===== src/rtl/descrambler.sv =====
// Parallel 64b/66b self-synchronizing descrambler, G(x) = 1 + x^39 + x^58.
// Optional macro DESCRAMBLER_BYPASS_EN adds a bypass input that passes data_in through unchanged.
module descrambler #(
    parameter int DATA_WIDTH = 64
) (
    input  logic                  clk,
    input  logic                  rst,
`ifdef DESCRAMBLER_BYPASS_EN
    input  logic                  bypass,
`endif
    input  logic [DATA_WIDTH-1:0] data_in,
    input  logic                  data_in_valid,
    output logic [DATA_WIDTH-1:0] data_out,
    output logic                  data_out_valid
);

    localparam int unsigned STATE_W = 58;
    localparam int unsigned TAP_A   = 39;

    generate
        if (DATA_WIDTH != 64) begin : g_bad_width
            $error("descrambler: DATA_WIDTH must be 64");
        end
    endgenerate

    logic [STATE_W-1:0]            s_q, s_d;
    logic [DATA_WIDTH-1:0]         data_out_q, data_out_d;
    logic                          data_out_valid_q, data_out_valid_d;
    logic [DATA_WIDTH+STATE_W-1:0] hist;
    logic [DATA_WIDTH-1:0]         descr;
    logic                          pass_through;

`ifdef DESCRAMBLER_BYPASS_EN
    assign pass_through = bypass;
`else
    assign pass_through = 1'b0;
`endif

    // hist[58+k] is serial bit x[k]: taps x[i-39] and x[i-58] become fixed slices.
    always_comb begin
        hist  = {data_in, s_q};
        descr = data_in
              ^ hist[DATA_WIDTH+STATE_W-TAP_A-1:STATE_W-TAP_A]
              ^ hist[DATA_WIDTH-1:0];

        s_d              = s_q;
        data_out_d       = data_out_q;
        data_out_valid_d = 1'b0;
        if (data_in_valid) begin
            s_d              = data_in[DATA_WIDTH-1:DATA_WIDTH-STATE_W];
            data_out_d       = pass_through ? data_in : descr;
            data_out_valid_d = 1'b1;
        end
    end

    always_ff @(posedge clk or posedge rst) begin
        if (rst) begin
            s_q              <= '0;
            data_out_q       <= '0;
            data_out_valid_q <= 1'b0;
        end else begin
            s_q              <= s_d;
            data_out_q       <= data_out_d;
            data_out_valid_q <= data_out_valid_d;
        end
    end

    assign data_out       = data_out_q;
    assign data_out_valid = data_out_valid_q;

endmodule


===== config.mk =====
export PLATFORM = sky130hd
export DESIGN_NAME = descrambler
export DESIGN_NICKNAME = d
export VERILOG_FILES = /design/src/rtl/descrambler.sv
export SDC_FILE = /design/constraint.sdc
export NUM_CORES = 1
export LEC_CHECK = 0
export CORE_MARGIN = 8
export CORE_UTILIZATION = 52
export CTS_CLUSTER_SIZE = 12
export DETAILED_ROUTE_END_ITERATION = 8
export GPL_ROUTABILITY_DRIVEN = 0
export PLACE_DENSITY = 0.81
export RECOVER_POWER = 25
export SLEW_MARGIN = 5
export SYNTH_ARGS = -nofsm -noshare
export SYNTH_HDL_FRONTEND = slang
export SYNTH_SLANG_ARGS = --single-unit

===== constraint.sdc =====
create_clock -name clk -period 5.84 [get_ports clk]
set_input_delay 1.168 -clock clk [delete_from_list [all_inputs] [get_ports clk]]
set_output_delay 1.168 -clock clk [all_outputs]
set_load 0.01 [all_outputs]

==> flow_summary.json <==
{
  "clock.fmax_mhz": 272,
  "core_area_um2": 12000,
  "chipHeight_um": 127,
  "nNetsFinal": 529,
  "route.met3.wl_um": 931,
  "vias": 3215,
  "finalMaxSlewViolations": 70,
  "initial_core_util_pct": 53.3,
  "track_usage_pct": 17.3,
  "drtAntennaViolNets": 0,
  "num-fill-cells": 778,
  "ir_drop_uv": 214,
  "ys_ff_latch": 123,
  "via_per_inst": 5.19,
  "cts_resized": 0,
  "cts_tree": "yes",
  "syn-cell-area_um2": 6400,
  "synth_area_per_cell_um2": 19.8,
  "cts_max_level": 4,
  "die_x_um": 127,
  "yosys_warnings": 0,
  "worstPathArrival_ns": 4.14,
  "grt_start_max_net_pins": 101,
  "layout_min_cycle_time_ns": 3.67,
  "final_cell_mix": "clkdlybuf4s50_1, dfrtp_1, mux2_4",
  "first_global_vias": 3769,
  "skew_ns": 0.00959,
  "synth-adder-area-share_pct": 0,
  "dieArea_um2": 16100,
  "synth_cell_types": 8,
  "drive_above_1_share_pct": 29.8,
  "crit_chain": "clkdlybuf4s50_1 -> clkinvlp_2 -> buf_4",
  "hold_buffers": 0,
  "hpwl_um": 9070,
  "crit_required_ns": 6.31,
  "hold_path_class": "flip-flop to flip-flop",
  "cts-buffers-inserted": 17,
  "synth_simple_gate_area_share_pct": 0,
  "io_pins": 132,
  "antenna_found_initial": 0,
  "drt-initial-drc-count": 214,
  "drc": 0,
  "cp_num_buf_inv": 3,
  "endpoint_kind": "async pin",
  "r2r_setup_slack_ns": 4.61,
  "layout_commonest_cell": "clkdlybuf4s50_1",
  "met2_length_um": 6240,
  "cp_top_family": "buffers and inverters",
  "cp-start-kind": "input port",
  "wl_per_cell_um": 21.2,
  "clk_pin_slew_worst_paths_ns": 0.05,
  "synthesis.nets": 391,
  "max_stage_delay_ns": 1.69,
  "setup-violations-final": 0,
  "grt_overflow": 0,
  "post_cts_buffers": 0,
  "io_buffers": 131,
  "seq_area_frac_synth_pct": 48.1,
  "finalHoldViolCount": 0,
  "p_leak_nw": 3.97,
  "synth_top_family_by_area": "multiplexers",
  "dr.max_layer_used": "met4",
  "grt_pass1_wl_um": 21200,
  "worstMarginPinSlew_ns": 3.02,
  "cts_root_buf": "clkbuf_16",
  "rsz0062_at_grt": "no",
  "cts_sinks": 123,
  "synth_xor_area_share_pct": 23.8,
  "insertion_delay_ns": 0.41,
  "fin_setup_tns_ns": 0,
  "relSlewSlack_pct": -102,
  "netlist_instances": 324,
  "failed_checks": "capacitance limit, slew limit",
  "maxCapViolCount": 1,
  "min_period_over_period_pct": 62.9,
  "slowest_stage": "clkinvlp_2",
  "synth-compound-area-share_pct": 0,
  "status": "finished with violations",
  "area_delta_synth_final_pct": 29.2,
  "place_inst": 590,
  "drt-total-wl_um": 13200,
  "p_per_area_nw_per_um2": 347,
  "wl_met1_um": 5820,
  "n_antenna_cell": 0,
  "cts_buffer_depth": 2,
  "rows": 40,
  "final_cells": 620,
  "synth_mux_area_share_pct": 26.1,
  "fin_util_pct": 68.9,
  "crit_path_max_fanout": 69,
  "crit_type": "input port to async pin",
  "dr.pass1.iters": 4
}
## layer usage
layer	vias to the layer above	track usage, %
met3	14	6.66
met1	1658	21.9
li1	1448	-
met5	-	0
met2	95	26.5
met4	0	6.37
## sequential cells by signal, indices dropped and copies added (netlist names)
register and flops:
data_out_valid 1, s_q 58, data_out 64
## through the flow
stage | hold slack [ns] | cell area (um2) | power, mW | setup WS (ns)
final | 0.508 | 8280 | 2.88 | 2.17
after global routing | 0.523 | 8280 | 3.01 | 1.60
after CTS | 0.512 | 8310 | 2.92 | 3.18
after detailed placement | 0.494 | 7790 | 1.97 | 2.75
after global placement | 0.493 | 7790 | 1.95 | 2.80
after floorplan | 0.484 | 6400 | 1.58 | 1.40
## cell families after synthesis
family | after synthesis
buffers and inverters | 15
DFF | 123
muxes | 122
xor gates and xnor gates | 64
## synth_stat cells
cell type / n / area (um2)
clkbuf_2: 1 / 5.00
inv_1: 1 / 3.75
mux2_2: 42 / 473
xor3_1: 64 / 1520
buf_6: 9 / 101
mux2_4: 80 / 1200
buf_2: 4 / 20.0
dfrtp_1: 123 / 3080
## layout make-up
cell class              instances  area (um2)  area share [%]
multi-input cells             186        3170            38.2
clock buffers                  28         507            6.12
clock inverters                 2        10.0           0.121
repair buffers                133        1330            16.0
inverters                       1        5.00          0.0605
flip-flops and latches        123        3080            37.2
well taps                     147         184            2.22
## where the power goes
| part | leakage (nW) | switching, mW | total [mW] | internal, mW |
|---|---|---|---|---|
| combinational | 2.28 | 0.244 | 0.809 | 0.565 |
| sequential | 1.44 | 0.123 | 1.14 | 1.02 |
| clock | 0.254 | 0.345 | 0.926 | 0.581 |
| total | 3.97 | 0.712 | 2.88 | 2.16 |
## final timing paths
| kind | start | endpoint | cells past startpoint |
|---|---|---|---|
| max | rst | data_out[26]$_DFFE_PP0P_ | 3 |
| min | data_out[35]$_DFFE_PP0P_ | data_out[35]$_DFFE_PP0P_ | 1 |
| max reg2reg | s_q[20]$_DFFE_PP0P_ | data_out[20]$_DFFE_PP0P_ | 2 |
| min reg2reg | data_out[35]$_DFFE_PP0P_ | data_out[35]$_DFFE_PP0P_ | 1 |
| max in group clk | data_in_valid | data_out[20]$_DFFE_PP0P_ | 3 |
| min in group asynchronous | rst | data_out[17]$_DFFE_PP0P_ | 2 |
Power figures use the tool's default switching activity.
